==> src/rtl/pulse_train_gen.sv <==
// Programmable pulse-train source: a burst of N pulses or a continuous train,
// with clamped high/low phase lengths measured in system clocks.
module pulse_train_gen #(
  parameter int CNT_W     = 32,
  parameter int BURST_W   = 16,
  parameter int MIN_PHASE = 4
) (
  input  logic               clk,
  input  logic               rst,
  input  logic               start,
  input  logic               stop,
  input  logic [CNT_W-1:0]   period,
  input  logic [CNT_W-1:0]   high_len,
  input  logic [BURST_W-1:0] burst_len,
  output logic               pulse_out,
  output logic               busy,
  output logic               done,
  output logic [BURST_W-1:0] pulse_cnt
);

  localparam logic [1:0] S_IDLE = 2'd0;
  localparam logic [1:0] S_HIGH = 2'd1;
  localparam logic [1:0] S_LOW  = 2'd2;

  localparam logic [CNT_W-1:0]   MIN_C  = CNT_W'(MIN_PHASE);
  localparam logic [CNT_W-1:0]   ONE_C  = {{(CNT_W-1){1'b0}}, 1'b1};
  localparam logic [CNT_W-1:0]   ZERO_C = {CNT_W{1'b0}};
  localparam logic [BURST_W-1:0] ONE_B  = {{(BURST_W-1){1'b0}}, 1'b1};
  localparam logic [BURST_W-1:0] ZERO_B = {BURST_W{1'b0}};

  logic [1:0]         state_q, state_d;
  logic [CNT_W-1:0]   cnt_q, cnt_d;
  logic [CNT_W-1:0]   h_q, h_d;
  logic [CNT_W-1:0]   l_q, l_d;
  logic [BURST_W-1:0] burst_q, burst_d;
  logic [BURST_W-1:0] pcnt_q, pcnt_d;
  logic               pulse_q, pulse_d;
  logic               busy_q, busy_d;
  logic               done_q, done_d;
  logic [CNT_W-1:0]   start_h_s;
  logic [CNT_W-1:0]   start_l_s;

  function automatic logic [CNT_W-1:0] eff_high(input logic [CNT_W-1:0] hl);
    if (hl < MIN_C) begin
      eff_high = MIN_C;
    end else begin
      eff_high = hl;
    end
  endfunction

  // The comparison is done one bit wider so h + MIN_PHASE cannot wrap.
  function automatic logic [CNT_W-1:0] eff_low(input logic [CNT_W-1:0] per,
                                               input logic [CNT_W-1:0] h);
    logic [CNT_W:0] lim;
    lim = {1'b0, h} + {1'b0, MIN_C};
    if ({1'b0, per} < lim) begin
      eff_low = MIN_C;
    end else begin
      eff_low = per - h;
    end
  endfunction

  assign start_h_s = eff_high(high_len);
  assign start_l_s = eff_low(period, start_h_s);

  // Next-state logic for the phase FSM, counters and registered outputs.
  always_comb begin
    state_d = state_q;
    cnt_d   = cnt_q;
    h_d     = h_q;
    l_d     = l_q;
    burst_d = burst_q;
    pcnt_d  = pcnt_q;
    pulse_d = pulse_q;
    busy_d  = busy_q;
    done_d  = 1'b0;
    case (state_q)
      S_IDLE: begin
        if (start && !stop) begin
          h_d     = start_h_s;
          l_d     = start_l_s;
          burst_d = burst_len;
          pcnt_d  = ONE_B;
          cnt_d   = start_h_s - ONE_C;
          pulse_d = 1'b1;
          busy_d  = 1'b1;
          state_d = S_HIGH;
        end else begin
          pulse_d = 1'b0;
          busy_d  = 1'b0;
          state_d = S_IDLE;
        end
      end
      S_HIGH: begin
        if (stop) begin
          pulse_d = 1'b0;
          busy_d  = 1'b0;
          done_d  = 1'b1;
          state_d = S_IDLE;
        end else if (cnt_q == ZERO_C) begin
          cnt_d   = l_q - ONE_C;
          pulse_d = 1'b0;
          state_d = S_LOW;
        end else begin
          cnt_d = cnt_q - ONE_C;
        end
      end
      S_LOW: begin
        if (stop) begin
          pulse_d = 1'b0;
          busy_d  = 1'b0;
          done_d  = 1'b1;
          state_d = S_IDLE;
        end else if (cnt_q == ZERO_C) begin
          if ((burst_q != ZERO_B) && (pcnt_q == burst_q)) begin
            busy_d  = 1'b0;
            done_d  = 1'b1;
            state_d = S_IDLE;
          end else begin
            pcnt_d  = pcnt_q + ONE_B;
            cnt_d   = h_q - ONE_C;
            pulse_d = 1'b1;
            state_d = S_HIGH;
          end
        end else begin
          cnt_d = cnt_q - ONE_C;
        end
      end
      default: begin
        pulse_d = 1'b0;
        busy_d  = 1'b0;
        state_d = S_IDLE;
      end
    endcase
  end

  // State and output registers.
  always_ff @(posedge clk or posedge rst) begin
    if (rst) begin
      state_q <= S_IDLE;
      cnt_q   <= ZERO_C;
      h_q     <= ZERO_C;
      l_q     <= ZERO_C;
      burst_q <= ZERO_B;
      pcnt_q  <= ZERO_B;
      pulse_q <= 1'b0;
      busy_q  <= 1'b0;
      done_q  <= 1'b0;
    end else begin
      state_q <= state_d;
      cnt_q   <= cnt_d;
      h_q     <= h_d;
      l_q     <= l_d;
      burst_q <= burst_d;
      pcnt_q  <= pcnt_d;
      pulse_q <= pulse_d;
      busy_q  <= busy_d;
      done_q  <= done_d;
    end
  end

  assign pulse_out = pulse_q;
  assign busy      = busy_q;
  assign done      = done_q;
  assign pulse_cnt = pcnt_q;

endmodule

==> config.mk <==
export PLATFORM = sky130hd
export DESIGN_NAME = pulse_train_gen
export DESIGN_NICKNAME = d
export VERILOG_FILES = /design/src/rtl/pulse_train_gen.sv
export SDC_FILE = /design/constraint.sdc
export NUM_CORES = 1
export LEC_CHECK = 0
export CAP_MARGIN = 20
export CORE_AREA = 2 2 142 144
export CTS_CLUSTER_SIZE = 10
export DETAILED_ROUTE_END_ITERATION = 10
export DIE_AREA = 0 0 144 146
export PLACE_DENSITY = 0.8
export SLEW_MARGIN = 20
export SYNTH_ARGS = -nofsm -noshare
export SYNTH_HDL_FRONTEND = slang
export SYNTH_SLANG_ARGS = --single-unit
export TNS_END_PERCENT = 5
==> constraint.sdc <==
create_clock -name clk -period 6.2 [get_ports clk]
set_input_delay 1.24 -clock clk [delete_from_list [all_inputs] [get_ports clk]]
set_output_delay 1.24 -clock clk [all_outputs]
set_load 0.03 [all_outputs]
==> run summary <==
status: finished clean
Detailed Route WL: 32.84 mm
max_slew headroom: 0.3935
DRT Pass-1 Iters: 5
Hold Path Origin: busy
CP peak stage delay: 0.69 ns
first-pass GRT wire length: 53.36 mm
Final nets: 1645
Max IR drop VDD: 0.2142 mV
clock-pin slew on the worst setup and hold paths: 0.06 ns
width of the die: 144 um
Mapped Avg Cell Area: 8.106 sq um
final setup violation count: 0
ANT nets after route: 0
Final min period: 5.749 ns
cell area after placement: 12640 sq um
die height: 146 um
max-cap violation count: 0
worst reg2reg path endpoint: pulse_cnt[13]
post-route cell area: 13240 sq um
DR DRC count: 0
pin count of the biggest net entering global routing: 82
initial DRC count: 904
worst endpoint required time: 6.56 ns
clk buf depth: 2
initial antenna violation count: 0
worst slew pin tran: 0.9064 ns
critical path class: in -> reg
clock skew: 0.004966 ns
Primary FF master, synth: dfrtp_1
area of the placeable core: 19330 sq um
critical path fanouts, max: 32
vias in the first global route: 10480
min-delay worst type: reg -> reg
Sink Count: 133
wire length per cell: 18.58 um
H-tree levels: 4
commonest non-fill, non-tap cells in the layout: nand2_1 (178), dfrtp_1 (133), xnor2_1 (132), o21ai_0 (119), nor2_1 (110)
worst path buffer plus inverter count: 4
Worst setup SP type: primary input
Crit Reg-Reg Startpoint: cnt_q[0]
Pins Over Slew Limit: 0
PortBufs: 102
count of final hold-check violations: 0
die area: 21020 sq um
CP max stage cell: nor4_1
RSZ-0062 raised after global routing: no
CTS Hold Bufs: 0
Seq/Total Area, Yosys: 0.2950
Post-Syn Nets: 1548
CP top delay family: compound AO/OA/AOI/OAI gates
vias per inst: 6.250
n_diodes: 0
hold path depth: 2
number of synthesized flops with an enable pin: 0
#FFs+latches synth: 133
setup bufs post-CTS: 0
CP arrival: 6.11 ns
yosys warns: 0
post_cts resized: 0
ratio of cells with drive above 1 in the final layout: 0.06391
P_leak: 0.005612 uW
Syn Inst Count: 1392
clk_lat worst skew: 0.43 ns
TritonCTS Buffers: 17
end of the worst hold path: busy
Site Rows: 51
Starting Density: 0.5836
CTS tree: built
DP HPWL: 25.20 mm
Async SR Flop Fraction: 1.000
Global Route Usage Sum: 0.3198
Total Neg Setup Slack: 0 ns
Worst path depth: 17
routability cong.: 0.9377
leading cell type in the layout, fill and taps excluded: nand2_1
I/O pin cnt: 103
flop2flop setup slack: 2.04 ns
routed vias: 11040
clk root buf: clkbuf_16
post-synth design cell area: 11280 sq um
Fmax: 173.9 MHz
pwr dens: 236.0 nW/um^2
library cells used by synthesis: 77
CP Capture Type: flip-flop
critical path, cell by cell: clkdlybuf4s50_1, nor4_1, and2_1, nand3_1, nand2b_1, inv_1, ha_1, inv_1, ha_1, o21ai_0, a21oi_1, o2111ai_1, a2111oi_0, o21ai_0, a21oi_2, buf_4, a32o_1
post-route clock period utilization: 0.9272
GRT Residual Overflow: 0
area grow syn2layout: 17.38%
Worst R2R Path Depth: 12
-- cell families after synthesis --
family / count (synthesis) / share of synthesized area
AOI/OAI and AO/OA: 351 / 0.2047
xor gates and xnor gates: 182 / 0.1413
DFF: 133 / 0.2950
buffers and inverters: 120 / 0.04424
muxes: 2 / 0.001885
adders and majority gates: 72 / 0.08051
and+or+nand+nor: 532 / 0.2324
-- Yosys cell counts, types with 10 or more instances --
cell | instances | area, sq um
a21o_1 | 34 | 255.2
a21oi_1 | 50 | 250.2
inv_1 | 59 | 221.5
nor3_1 | 54 | 270.3
nor2b_1 | 11 | 68.82
clkbuf_1 | 49 | 183.9
o21ai_0 | 120 | 600.6
nand3_1 | 32 | 160.2
a22oi_1 | 13 | 97.59
nor4_1 | 29 | 181.4
dfrtp_1 | 133 | 3328
nand4_1 | 33 | 206.5
xnor2_1 | 132 | 1156
o221ai_1 | 10 | 87.58
a22o_1 | 34 | 297.8
ha_1 | 71 | 888.4
xor2_1 | 50 | 437.9
or3_1 | 13 | 81.33
nor2_1 | 110 | 412.9
nand2_1 | 178 | 668.1
-- how the worst max path moves through the flow --
stage / from / end / slack, ns
after global placement: high_len[26] / l_q[22] / 0.07
after CTS: high_len[6] / l_q[22] / 0.45
after detailed placement: high_len[6] / l_q[22] / 0.01
after global routing: high_len[6] / l_q[22] / 0.15
after floorplan: high_len[9] / cnt_q[30] / 1.40
final: high_len[26] / l_q[22] / 0.45
-- where the power goes --
group	total (uW)	switching [uW]	internal [uW]	leakage [uW]
registers	1180	176	1010	0.00170
clock network	1030	386	640	0.000293
logic	917	510	408	0.00362
total	3130	1070	2050	0.00561
-- worst register-to-register path: cells and delay by family, from the launching register on --
family                     cells  cell delay (ns)
adders and majority gates      1             0.18
DFF                            1             0.41
AOI/OAI and AO/OA              2             0.73
buffers and inverters          2             0.49
xor gates and xnor gates       1             0.17
and+or+nand+nor                6             2.06
-- cell type report --
| type | count | area [sq um] |
|---|---|---|
| multi-input cells | 1139 | 7466 |
| well taps | 265 | 331.6 |
| clock buffers | 19 | 442.9 |
| repair buffers | 137 | 1287 |
| clock inverters | 13 | 156.4 |
| flip-flops and latches | 133 | 3328 |
| inverters | 61 | 231.5 |
| fillers | 1571 | 6091 |
-- through the flow --
step	setup WS (ns)	utilization	power [uW]	hold slack [ns]	instances
final	0.4511	0.6850	3126	0.4750	1767
after CTS	0.4523	0.6848	3117	0.4835	1767
after detailed placement	0.01201	0.6538	2084	0.4710	1735
after global routing	0.1507	0.6850	3286	0.5253	1767
after floorplan	1.399	-	1792	0.4633	1392
after global placement	0.07494	0.6538	2056	0.4607	1735
-- layer usage --
layer  track usage  share of wire  vias up
li1              -              -     5230
met1        0.4451           0.44     5257
met2        0.4962           0.45      487
met3       0.07042          0.087       69
met4        0.1010          0.024        0
met5             0              0        -
-- flip-flops by register name (all words and copies together), names as in the netlist --
register   count
pulse_out      1
burst_q       16
state_q        2
l_q           32
busy           1
pulse_cnt     16
done           1
cnt_q         32
h_q           32
(Power assumes the default switching activity.)
